File: src/rtl/serial_subtractor_pkg.sv
// Shared definitions for the bit-serial subtractor: FSM state encoding.
package serial_subtractor_pkg;

  typedef enum logic [1:0] {
    ST_IDLE = 2'd0,
    ST_RUN  = 2'd1,
    ST_DONE = 2'd2
  } state_t;

endpackage

File: src/rtl/serial_subtractor_full_subtractor.sv
// One-bit full subtractor cell: d = x - y - bi, with borrow out bo.
module full_subtractor
  import serial_subtractor_pkg::*;
(
  input  logic x,
  input  logic y,
  input  logic bi,
  output logic d,
  output logic bo
);

  assign d  = x ^ y ^ bi;
  assign bo = (~x & y) | (~(x ^ y) & bi);

endmodule

File: src/rtl/serial_subtractor.sv
// Bit-serial LSB-first subtractor: diff = a - b - bin over WIDTH clocks,
// with a start/busy/done handshake and a result held between operations.
module serial_subtractor
  import serial_subtractor_pkg::*;
#(
  parameter int WIDTH = 8
) (
  input  logic             clk,
  input  logic             rst,
  input  logic             start,
  input  logic [WIDTH-1:0] a,
  input  logic [WIDTH-1:0] b,
  input  logic             bin,
  output logic             busy,
  output logic             done,
  output logic [WIDTH-1:0] diff,
  output logic             bout
);

  localparam int CW = (WIDTH > 1) ? $clog2(WIDTH) : 1;
  localparam logic [CW-1:0] LAST = CW'(WIDTH - 1);

  state_t           state;
  logic [WIDTH-1:0] a_sh;
  logic [WIDTH-1:0] b_sh;
  logic [WIDTH-1:0] res_sh;
  logic             brw;
  logic [CW-1:0]    cnt;
  logic             d_bit;
  logic             b_bit;

  full_subtractor u_cell (
    .x  (a_sh[0]),
    .y  (b_sh[0]),
    .bi (brw),
    .d  (d_bit),
    .bo (b_bit)
  );

  // FSM, shift registers and output registers; diff/bout change only on the
  // final RUN edge so no partial result is ever visible.
  always_ff @(posedge clk) begin
    if (rst) begin
      state  <= ST_IDLE;
      busy   <= 1'b0;
      done   <= 1'b0;
      diff   <= '0;
      bout   <= 1'b0;
      a_sh   <= '0;
      b_sh   <= '0;
      res_sh <= '0;
      brw    <= 1'b0;
      cnt    <= '0;
    end else begin
      done <= 1'b0;
      case (state)
        ST_IDLE: begin
          if (start) begin
            a_sh  <= a;
            b_sh  <= b;
            brw   <= bin;
            cnt   <= '0;
            busy  <= 1'b1;
            state <= ST_RUN;
          end
        end
        ST_RUN: begin
          res_sh <= {d_bit, res_sh[WIDTH-1:1]};
          a_sh   <= a_sh >> 1;
          b_sh   <= b_sh >> 1;
          brw    <= b_bit;
          if (cnt == LAST) begin
            diff  <= {d_bit, res_sh[WIDTH-1:1]};
            bout  <= b_bit;
            busy  <= 1'b0;
            done  <= 1'b1;
            state <= ST_DONE;
          end else begin
            cnt <= cnt + 1'b1;
          end
        end
        ST_DONE: begin
          state <= ST_IDLE;
        end
        default: begin
          state <= ST_IDLE;
        end
      endcase
    end
  end

endmodule

File: config.mk
export PLATFORM = sky130hd
export DESIGN_NAME = serial_subtractor
export DESIGN_NICKNAME = d
export VERILOG_FILES = /design/src/rtl/serial_subtractor_pkg.sv /design/src/rtl/serial_subtractor_full_subtractor.sv /design/src/rtl/serial_subtractor.sv
export SDC_FILE = /design/constraint.sdc
export NUM_CORES = 1
export LEC_CHECK = 0
export BUFFER_PORTS_ARGS = -buffer_cell sky130_fd_sc_hd__buf_2
export CORE_MARGIN = 5
export CORE_UTILIZATION = 59
export DETAILED_ROUTE_END_ITERATION = 6
export GPL_ROUTABILITY_DRIVEN = 0
export PLACE_DENSITY = 0.95
export SLEW_MARGIN = 5
export SYNTH_ARGS = -nofsm -noshare
export SYNTH_HDL_FRONTEND = slang
export SYNTH_SLANG_ARGS = --single-unit
File: constraint.sdc
create_clock -name clk -period 3 [get_ports clk]
set_input_delay 0.15 -clock clk [delete_from_list [all_inputs] [get_ports clk]]
set_output_delay 0.15 -clock clk [all_outputs]
set_load 0.02 [all_outputs]
Word level (Yosys, flattened, before mapping):

Index checks and enable logic that the tools add are counted.

* register bits after elaboration: 41
* bits in latches: 0
* memory bits (writable): 0
* bits in read-only memories: 0
* input bits: 20
* output and inout bits: 11
* logic and storage cells: 48
* memories: 0

* $add $sub $neg: 1
* multipliers: 0
* div/mod/pow operators: 0
* magnitude comparators: 0
* equal/unequal tests: 5
* shift-type cells: 0
* mux-type cells: 16
* bitwise operators: 8
* reduce and logical (&&, ||, !) cells: 8

Operator list (count)
* case mux 8 bit (2 select lines): 2
* 2-to-1 mux 8 bit: 2
* 2-to-1 mux 3 bit: 2
* != test 2 bit, second input constant: 3
* case mux 3 bit (2 select lines): 1
* AND reduction 2 bit: 3
* AND reduction 3 bit: 2
* 2-to-1 mux 1 bit: 4
* 2-to-1 mux 2 bit: 2
* case mux 1 bit (2 select lines): 2
* case mux 2 bit (2 select lines): 1
* adder 3 x 1 -> 3 bit, second input constant: 1
* == test 3 bit, second input constant: 1
* NOT 1 bit: 3
* AND 1 bit: 2
* == test 2 x 1 -> 1 bit, second input constant: 1
* zero test 2 bit: 1
* nonzero test 2 bit: 1
* OR reduction 2 bit: 1
* bitwise XOR 1 bit: 2
* bitwise OR 1 bit: 1

Logic depth before layout (Yosys ltp):

Gate-level depths: netlist of the first run.

* depth in word-level cells: 5
* mapped depth: 6
* depth with buffers taken out: 5

By module:

Synthesis of the first run repeated with hierarchy kept, for this count alone.

* cells, all modules: 179
* area, all modules: 1709.1 um2

Modules (own cells, without submodules)
* serial_subtractor: instances 1, cells an instance 175, area each 1677.9 um2, sequential area each 800.8 um2
* full_subtractor: instances 1, cells an instance 4, area each 31.3 um2, sequential area each 0.0 um2

Worst setup path after synthesis of the first run:

OpenSTA, ideal clock, no wires.

* kind: register -> register
* from: register cnt[0]
* to: register diff[0]
* library setup time: 0.073 ns
* arrival: 1.293 ns
* data required time: 2.927 ns
* slack: 1.634 ns
* cell stages (with the launch flop): 7
* path buffers: 2
* period minus slack after synthesis: 1.366 ns
* cell sequence: dfxtp_1 ha_1 ha_1 clkbuf_1 buf_2 nand3_1 a21oi_1

* longest elaborated chain between the ends: 2

RTL lines
* start: declaration: line serial_subtractor.sv:28 `logic [CW-1:0] cnt;`
* start signal: assignment: line serial_subtractor.sv:79 `cnt <= cnt + 1'b1;`
* == test 3 bit: line serial_subtractor.sv:72 `if (cnt == LAST) begin`
* AND reduction 2 bit (no line)
* end signal: assignment: line serial_subtractor.sv:73 `diff <= {d_bit, res_sh[WIDTH-1:1]};`
* end: declaration: line serial_subtractor.sv:16 `output logic [WIDTH-1:0] diff,`

No other way between the ends.
A chain may end at the register's enable or synchronous reset.

Worst setup path in the final report of the first run:

* from: register cnt[0]
* to: register diff[7]

Same word-level chain as after synthesis.

==> impl_metrics.env, run 1 <==
export IMPL_outcome="finished clean"
export IMPL_core_sq_um=2980
export IMPL_synth_cells=189
export IMPL_syn_nets=212
export IMPL_drt_iter0_markers=68
export IMPL_cp_cell_sequence="ha_1 -> ha_1 -> nand3b_2 -> nand2_1 -> a21oi_1"
export IMPL_yosysTopAreaCellShare=0.450
export IMPL_cts_root_buf="clkbuf_4"
export IMPL_drv_slew=0
export IMPL_cpPeakStageDelay_ps=530
export IMPL_synth_cell_types=34
export IMPL_required_ps=3210
export IMPL_cts_buffers=5
export IMPL_hpwl_um=2320
export IMPL_ys_ff_latch=40
export IMPL_cp_top_family="adder cells"
export IMPL_rsz0062_at_grt="no"
export IMPL_grt_pass1_vias=1381
export IMPL_startpoint_type="flip-flop"
export IMPL_fmax_ghz=0.575
export IMPL_irDropWorstVdd_mv=0.437
export IMPL_overflow=0
export IMPL_fin_area_sq_um=1930
export IMPL_postCtsHoldBufs=0
export IMPL_die_h_um=64.9
export IMPL_netlist_area_sq_um=1780
export IMPL_htreeDepth=2
export IMPL_rows=20
export IMPL_start_util=0.598
export IMPL_r2r_slack_ps=1260
export IMPL_grt_max_degree=41
export IMPL_wl_per_cell_um=13.9
export IMPL_nNetsFinal=234
export IMPL_period_share=0.579
export IMPL_grt_usage=0.175
export IMPL_hold_viol_final=0
export IMPL_regArea_sq_um=801
export IMPL_drive_above_1_share=0.280
export IMPL_vias=1422
export IMPL_synth_top_area_cell="dfxtp_1"
export IMPL_clk_latency_ps=350
export IMPL_max_slew_margin=0.461
export IMPL_clock_sinks=40
export IMPL_synth_edf_count=0
export IMPL_p_per_area_nw_per_um2=517
export IMPL_synth_most_common_cell="dfxtp_1"
export IMPL_skew_ps=6.22
export IMPL_cts_tree="built"
export IMPL_postCtsSetupBuffers=0
export IMPL_syn_to_final_growth_pct=8.64
export IMPL_cp_arrival_ps=1940
export IMPL_routed_wl_um=3400
export IMPL_n_fill_cell=244
export IMPL_power_leakage_uw=0.000761
export IMPL_setup_viol=0
export IMPL_min_period_ps=1740
export IMPL_path_max_fanout=18
export IMPL_maxCapViolations=0
export IMPL_crit_type="flip-flop to flip-flop"
export IMPL_cts_resized=0
export IMPL_finalSetupTns_ps=0
export IMPL_antenna_found_initial=0
export IMPL_drc=0
export IMPL_crit_buf_inv=0
export IMPL_hp_class="input port to flip-flop"
export IMPL_dp_cells=237
export IMPL_finalNonFillerCells=244
export IMPL_clock_path_buffers=2
export IMPL_postSynthAreaPerCell_sq_um=9.42
export IMPL_ant_nets=0
export IMPL_viasPerCell=5.83
export IMPL_end_kind="flip-flop"
export IMPL_ys_top_cells_by_count="dfxtp_1 (40), nor2_1 (29), a21oi_1 (12), nand3_1 (12), nand2_1 (11)"
export IMPL_ys_warn_count=0
export IMPL_die_x_um=64.9
export IMPL_synth_top_flop_cell="dfxtp_1"
export IMPL_worst_slew_pin_slew_ps=808
export IMPL_drt_pass1_iter_count=4
export IMPL_slowest_stage="ha_1"
export IMPL_diodes=0
export IMPL_async_flop_share=0
export IMPL_multi_input_area_sq_um=851
export IMPL_ios=31
export IMPL_port_buffers=30
export IMPL_yosys_top_cells_area="dfxtp_1 (45%), a211oi_2 (6.3%), nor2_1 (6.1%)"
export IMPL_crit_path_frequent_cell="ha_1"
export IMPL_path_clk_slew_ps=110
export IMPL_place_area_sq_um=1870
export IMPL_yosysSeqAreaShare=0.450
export IMPL_grt_pass1_wl_um=5780
export IMPL_die_area_sq_um=4220
==> where the power goes <==
part | internal [uW] | switching (uW)
sequential | 557 | 16.3
clock | 133 | 166
combinational | 54.9 | 73.1
==> per-layer routing <==
| metal | vias to the layer above | share of wire | GRT usage |
|---|---|---|---|
| li1 | 711 | - | - |
| met1 | 656 | 0.44 | 0.200 |
| met2 | 42 | 0.48 | 0.291 |
| met3 | 13 | 0.056 | 0.0572 |
| met4 | 0 | 0.021 | 0.0844 |
| met5 | - | 0 | 0 |
==> registers in the layout, summed over array words and instances, names as in the netlist <==
signal and flops:
cnt 3, diff 8, a_sh 8, b_sh 8, brw 1, busy 1
res_sh 7, state 2, done 1, bout 1
==> tightest hold or removal path, stage by stage <==
cell,delay (ps)
buf_2,90
a22oi_1,60
nor2_1,70
==> worst paths after layout <==
| check | start | end | depth (start not counted) |
|---|---|---|---|
| worst max-delay path | cnt[0] | diff[7] | 5 |
| worst min-delay path | b[7] | b_sh[7] | 3 |
| worst max register to register | cnt[0] | diff[7] | 5 |
| worst min register to register | diff[1] | diff[1] | 2 |
==> cells by family after synthesis <==
logic type      count (synthesis)  share of synthesized area
compound gates                 52                      0.237
fa+ha+maj                       3                     0.0253
buf+inv                        21                     0.0724
flops                          40                      0.450
mux                             7                     0.0394
simple gates                   66                      0.176
==> final cells by class <==
class                   count  area share
inverters                   5     0.00970
clock buffers               7      0.0336
multi-input cells         128       0.440
flip-flops and latches     40       0.414
repair buffers             31      0.0815
well taps                  33      0.0213
==> metrics by stage <==
| step | utilization | total power (uW) | setup WS [ps] | hold slack [ps] |
|---|---|---|---|---|
| after floorplan | - | 688 | 1630 | 298 |
| after global placement | 0.628 | 707 | 1360 | 395 |
| after detailed placement | 0.628 | 712 | 1270 | 406 |
| after CTS | 0.650 | 1000 | 1250 | 40.5 |
| after global routing | 0.650 | 1050 | 1060 | 36.6 |
| final | 0.650 | 1000 | 1260 | 52.7 |
==> cell usage in the layout (no fill, tap or decap) <==
cell type / instances
inv_1: 4
o21ba_4: 1
dfxtp_1: 40
ha_1: 2
a31oi_1: 3
nor2b_4: 1
buf_2: 30
o21ai_0: 2
clkbuf_4: 5
nand3_1: 12
a22oi_1: 2
nand2b_1: 1
nor4b_1: 1
a211oi_1: 6
o22ai_1: 4
a221oi_1: 1
o21bai_1: 1
nor2_2: 7
a211oi_2: 9
a311oi_2: 1
inv_2: 1
mux2i_1: 7
nand3b_2: 1
buf_4: 1
clkbuf_8: 2
nand2_1: 11
o2bb2ai_1: 10
nor2b_1: 2
a21oi_1: 12
fa_1: 1
nor3b_1: 1
nor2_1: 29
(Power assumes the default switching activity.)
==> run 2, diff against run 1 <==
Settings changed: ABC_AREA from default to 1, CORE_UTILIZATION 59 to 54, PLACE_DENSITY 0.95 to 0.9.
Clock period 3 ns to 1.8 ns, I/O delays scaled along.
==> run 2 against run 1 <==
Die area up 4.1%. Synthesized cell count up 30%. Final area up 1.6%. Sequential share of layout area down 0.63 points. Worst hold slack about the same. Via count up 9.3%. Synthesized area down 4.0%. Non-clock buffer count up 5. Critical path type unchanged. Sequential power up 66%. Combinational power up 61%.
==> impl_metrics.env, run 2 <==
export IMPL_fmax_ghz=0.650
export IMPL_slowest_stage="nor2_1"
export IMPL_routed_wl_um=3570
export IMPL_end_kind="flip-flop"
export IMPL_setup_slack_ps=262
export IMPL_synth_cells=245
export IMPL_cp_top_family="simple AND/OR/NAND/NOR gates"
export IMPL_cpPeakStageDelay_ps=710
export IMPL_min_period_ps=1540
export IMPL_clock_sinks=40
export IMPL_ys_warn_count=0
export IMPL_cp_depth=5
export IMPL_finalNonFillerCells=322
export IMPL_clk_latency_ps=360
export IMPL_p_int_uw=1190
export IMPL_yosysSeqAreaShare=0.469
export IMPL_startpoint_type="flip-flop"
export IMPL_overflow=0
export IMPL_worst_slew_pin_slew_ps=898
export IMPL_diodes=0
export IMPL_netlist_area_sq_um=1710
export IMPL_total_power_uw=1640
export IMPL_ios=31
export IMPL_hold_viol_final=0
export IMPL_outcome="finished clean"
export IMPL_syn_to_final_growth_pct=14.9
export IMPL_nNetsFinal=300
export IMPL_power_frac_clock=0.294
export IMPL_start_util=0.560
export IMPL_hpwl_um=2480
export IMPL_setup_viol=0
export IMPL_dpl_worst_slack_ps=347
export IMPL_power_leakage_uw=0.000968
export IMPL_r2r_slack_ps=260
export IMPL_reg2reg_from="state[1]"
export IMPL_postSynthAreaPerCell_sq_um=6.98
export IMPL_wl_per_cell_um=11.1
export IMPL_p_per_area_nw_per_um2=836
export IMPL_die_x_um=66.3
export IMPL_drt_iter0_markers=104
export IMPL_cts_buffers=5
export IMPL_cts_tree="built"
export IMPL_yosys_top_cells_area="dfxtp_1 (47%), nor2_1 (11%), nand2_1 (10%)"
export IMPL_path_max_fanout=14
export IMPL_synth_edf_count=0
export IMPL_p_seq_frac=0.580
export IMPL_synth_most_common_cell="nor2_1"
export IMPL_startpoint="state[1]"
export IMPL_synth_top_area_cell="dfxtp_1"
export IMPL_grt_pass1_vias=1451
export IMPL_swShare=0.273
export IMPL_period_share=0.855
export IMPL_skew_ps=3.91
export IMPL_grt_pass1_wl_um=6090
export IMPL_syn_nets=268
export IMPL_drive_above_1_share=0.169
export IMPL_antenna_found_initial=0
export IMPL_hp_class="input port to flip-flop"
export IMPL_viasPerCell=4.83
export IMPL_crit_buf_inv=1
export IMPL_ant_nets=0
export IMPL_cp_arrival_ps=1850
export IMPL_path_clk_slew_ps=120
export IMPL_die_h_um=66.3
export IMPL_synth_cell_types=17
export IMPL_cts_root_buf="clkbuf_4"
export IMPL_ys_ff_latch=40
export IMPL_crit_end="a_sh[2]"
export IMPL_p_switching_uw=448
export IMPL_crit_type="flip-flop to flip-flop"
export IMPL_maxCapViolations=0
export IMPL_final_common_cell="nor2_1"
export IMPL_max_slew_margin=0.399
export IMPL_grt_max_degree=17
export IMPL_drv_slew=0
export IMPL_port_buffers=30
export IMPL_clock_path_buffers=2
export IMPL_drt_pass1_iter_count=4
export IMPL_rows=20
export IMPL_rr_worst_depth=5
export IMPL_drc=0
export IMPL_synth_top_flop_cell="dfxtp_1"
export IMPL_rsz0062_at_grt="no"
export IMPL_power_frac_comb=0.125
export IMPL_die_area_sq_um=4390
export IMPL_top_regs="a_sh x8, b_sh x8, diff x8"
export IMPL_crit_path_frequent_cell="nand3_1"
export IMPL_irDropWorstVdd_mv=0.601
export IMPL_whs_path_depth=5
export IMPL_layout_common_cells="nor2_1 (52), nand2_1 (46), dfxtp_1 (40), nand3_1 (33)"
export IMPL_ys_top_cells_by_count="nor2_1 (52), nand2_1 (46), dfxtp_1 (40)"
export IMPL_grt_usage=0.183
export IMPL_core_sq_um=3050
export IMPL_htreeDepth=2
export IMPL_cts_resized=0
export IMPL_cp_cell_sequence="nor2_1 -> nand3_1 -> nand3_1 -> nand2_1 -> inv_1"
export IMPL_yosysTopAreaCellShare=0.469
export IMPL_fin_hold_ws_ps=52.7
export IMPL_r2r_end="a_sh[2]"
export IMPL_async_flop_share=0
export IMPL_dp_cells=312
export IMPL_vias=1554
export IMPL_finalSetupTns_ps=0
export IMPL_required_ps=2120
run 2: tightest hold or removal path: stages:
cell and delay, ps:
buf_2 80, nand3_1 60, nand2_1 60, nor2_1 30, nor2_1 60
run 2: cell families (layout without fill, tap and decap cells):
group / count (synthesis) / after routing / synth area share
AO/OA/AOI/OAI: 25 / 25 / 0.0732
buffers and inverters: 43 / 76 / 0.106
adder cells (fa/ha/maj): 3 / 3 / 0.0264
flip-flops: 40 / 40 / 0.469
AND/OR/NAND/NOR: 134 / 134 / 0.326
run 2: layer usage:
metal  track usage  vias to the layer above  share of wire
met5             0                        -              0
met4        0.0914                        0          0.014
met3        0.0442                        6          0.066
met2         0.323                       41           0.48
met1         0.200                      686           0.44
li1              -                      821              -
run 2: layout make-up:
| type | count | area, sq um |
|---|---|---|
| Fill cell | 292 | 1090 |
| Sequential cell | 40 | 801 |
| Multi-Input combinational cell | 162 | 727 |
| Timing Repair Buffer | 36 | 200 |
| Inverter | 32 | 120 |
| Tap cell | 44 | 55.1 |
| Clock buffer | 6 | 51.3 |
| Clock inverter | 2 | 10.0 |
run 2: how the worst min path moves through the flow:
stage,from,end
after global routing,b[1],b_sh[1]
after CTS,b[3],b_sh[3]
after floorplan,a[7],a_sh[7]
final,b[3],b_sh[3]
after global placement,b[7],b_sh[7]
after detailed placement,a[7],a_sh[7]
run 2: power by group through the flow:
| stage | logic [uW] | clock network [uW] | registers (uW) |
|---|---|---|---|
| 2_1_floorplan | 148 | 0 | 970 |
| 3_3_place_gp | 197 | 0 | 971 |
| 3_5_place_dp | 201 | 0 | 973 |
| 4_1_cts | 206 | 491 | 953 |
| 5_1_grt | 240 | 522 | 959 |
| 6_report | 206 | 483 | 953 |
run 2: repair_timing:
| item | in CTS | in global routing |
|---|---|---|
| hold endpoints to repair | 2 | 0 |
| setup endpoints to repair | 0 | 0 |
| hold buffers | 2 | 0 |
| buffers inserted | 0 | 0 |
run 2: per-stage QoR:
step / area (sq um) / util
final: 1960 / 0.643
after global routing: 1960 / 0.643
after CTS: 1960 / 0.643
after detailed placement: 1880 / 0.617
after global placement: 1880 / 0.617
after floorplan: 1710 / -
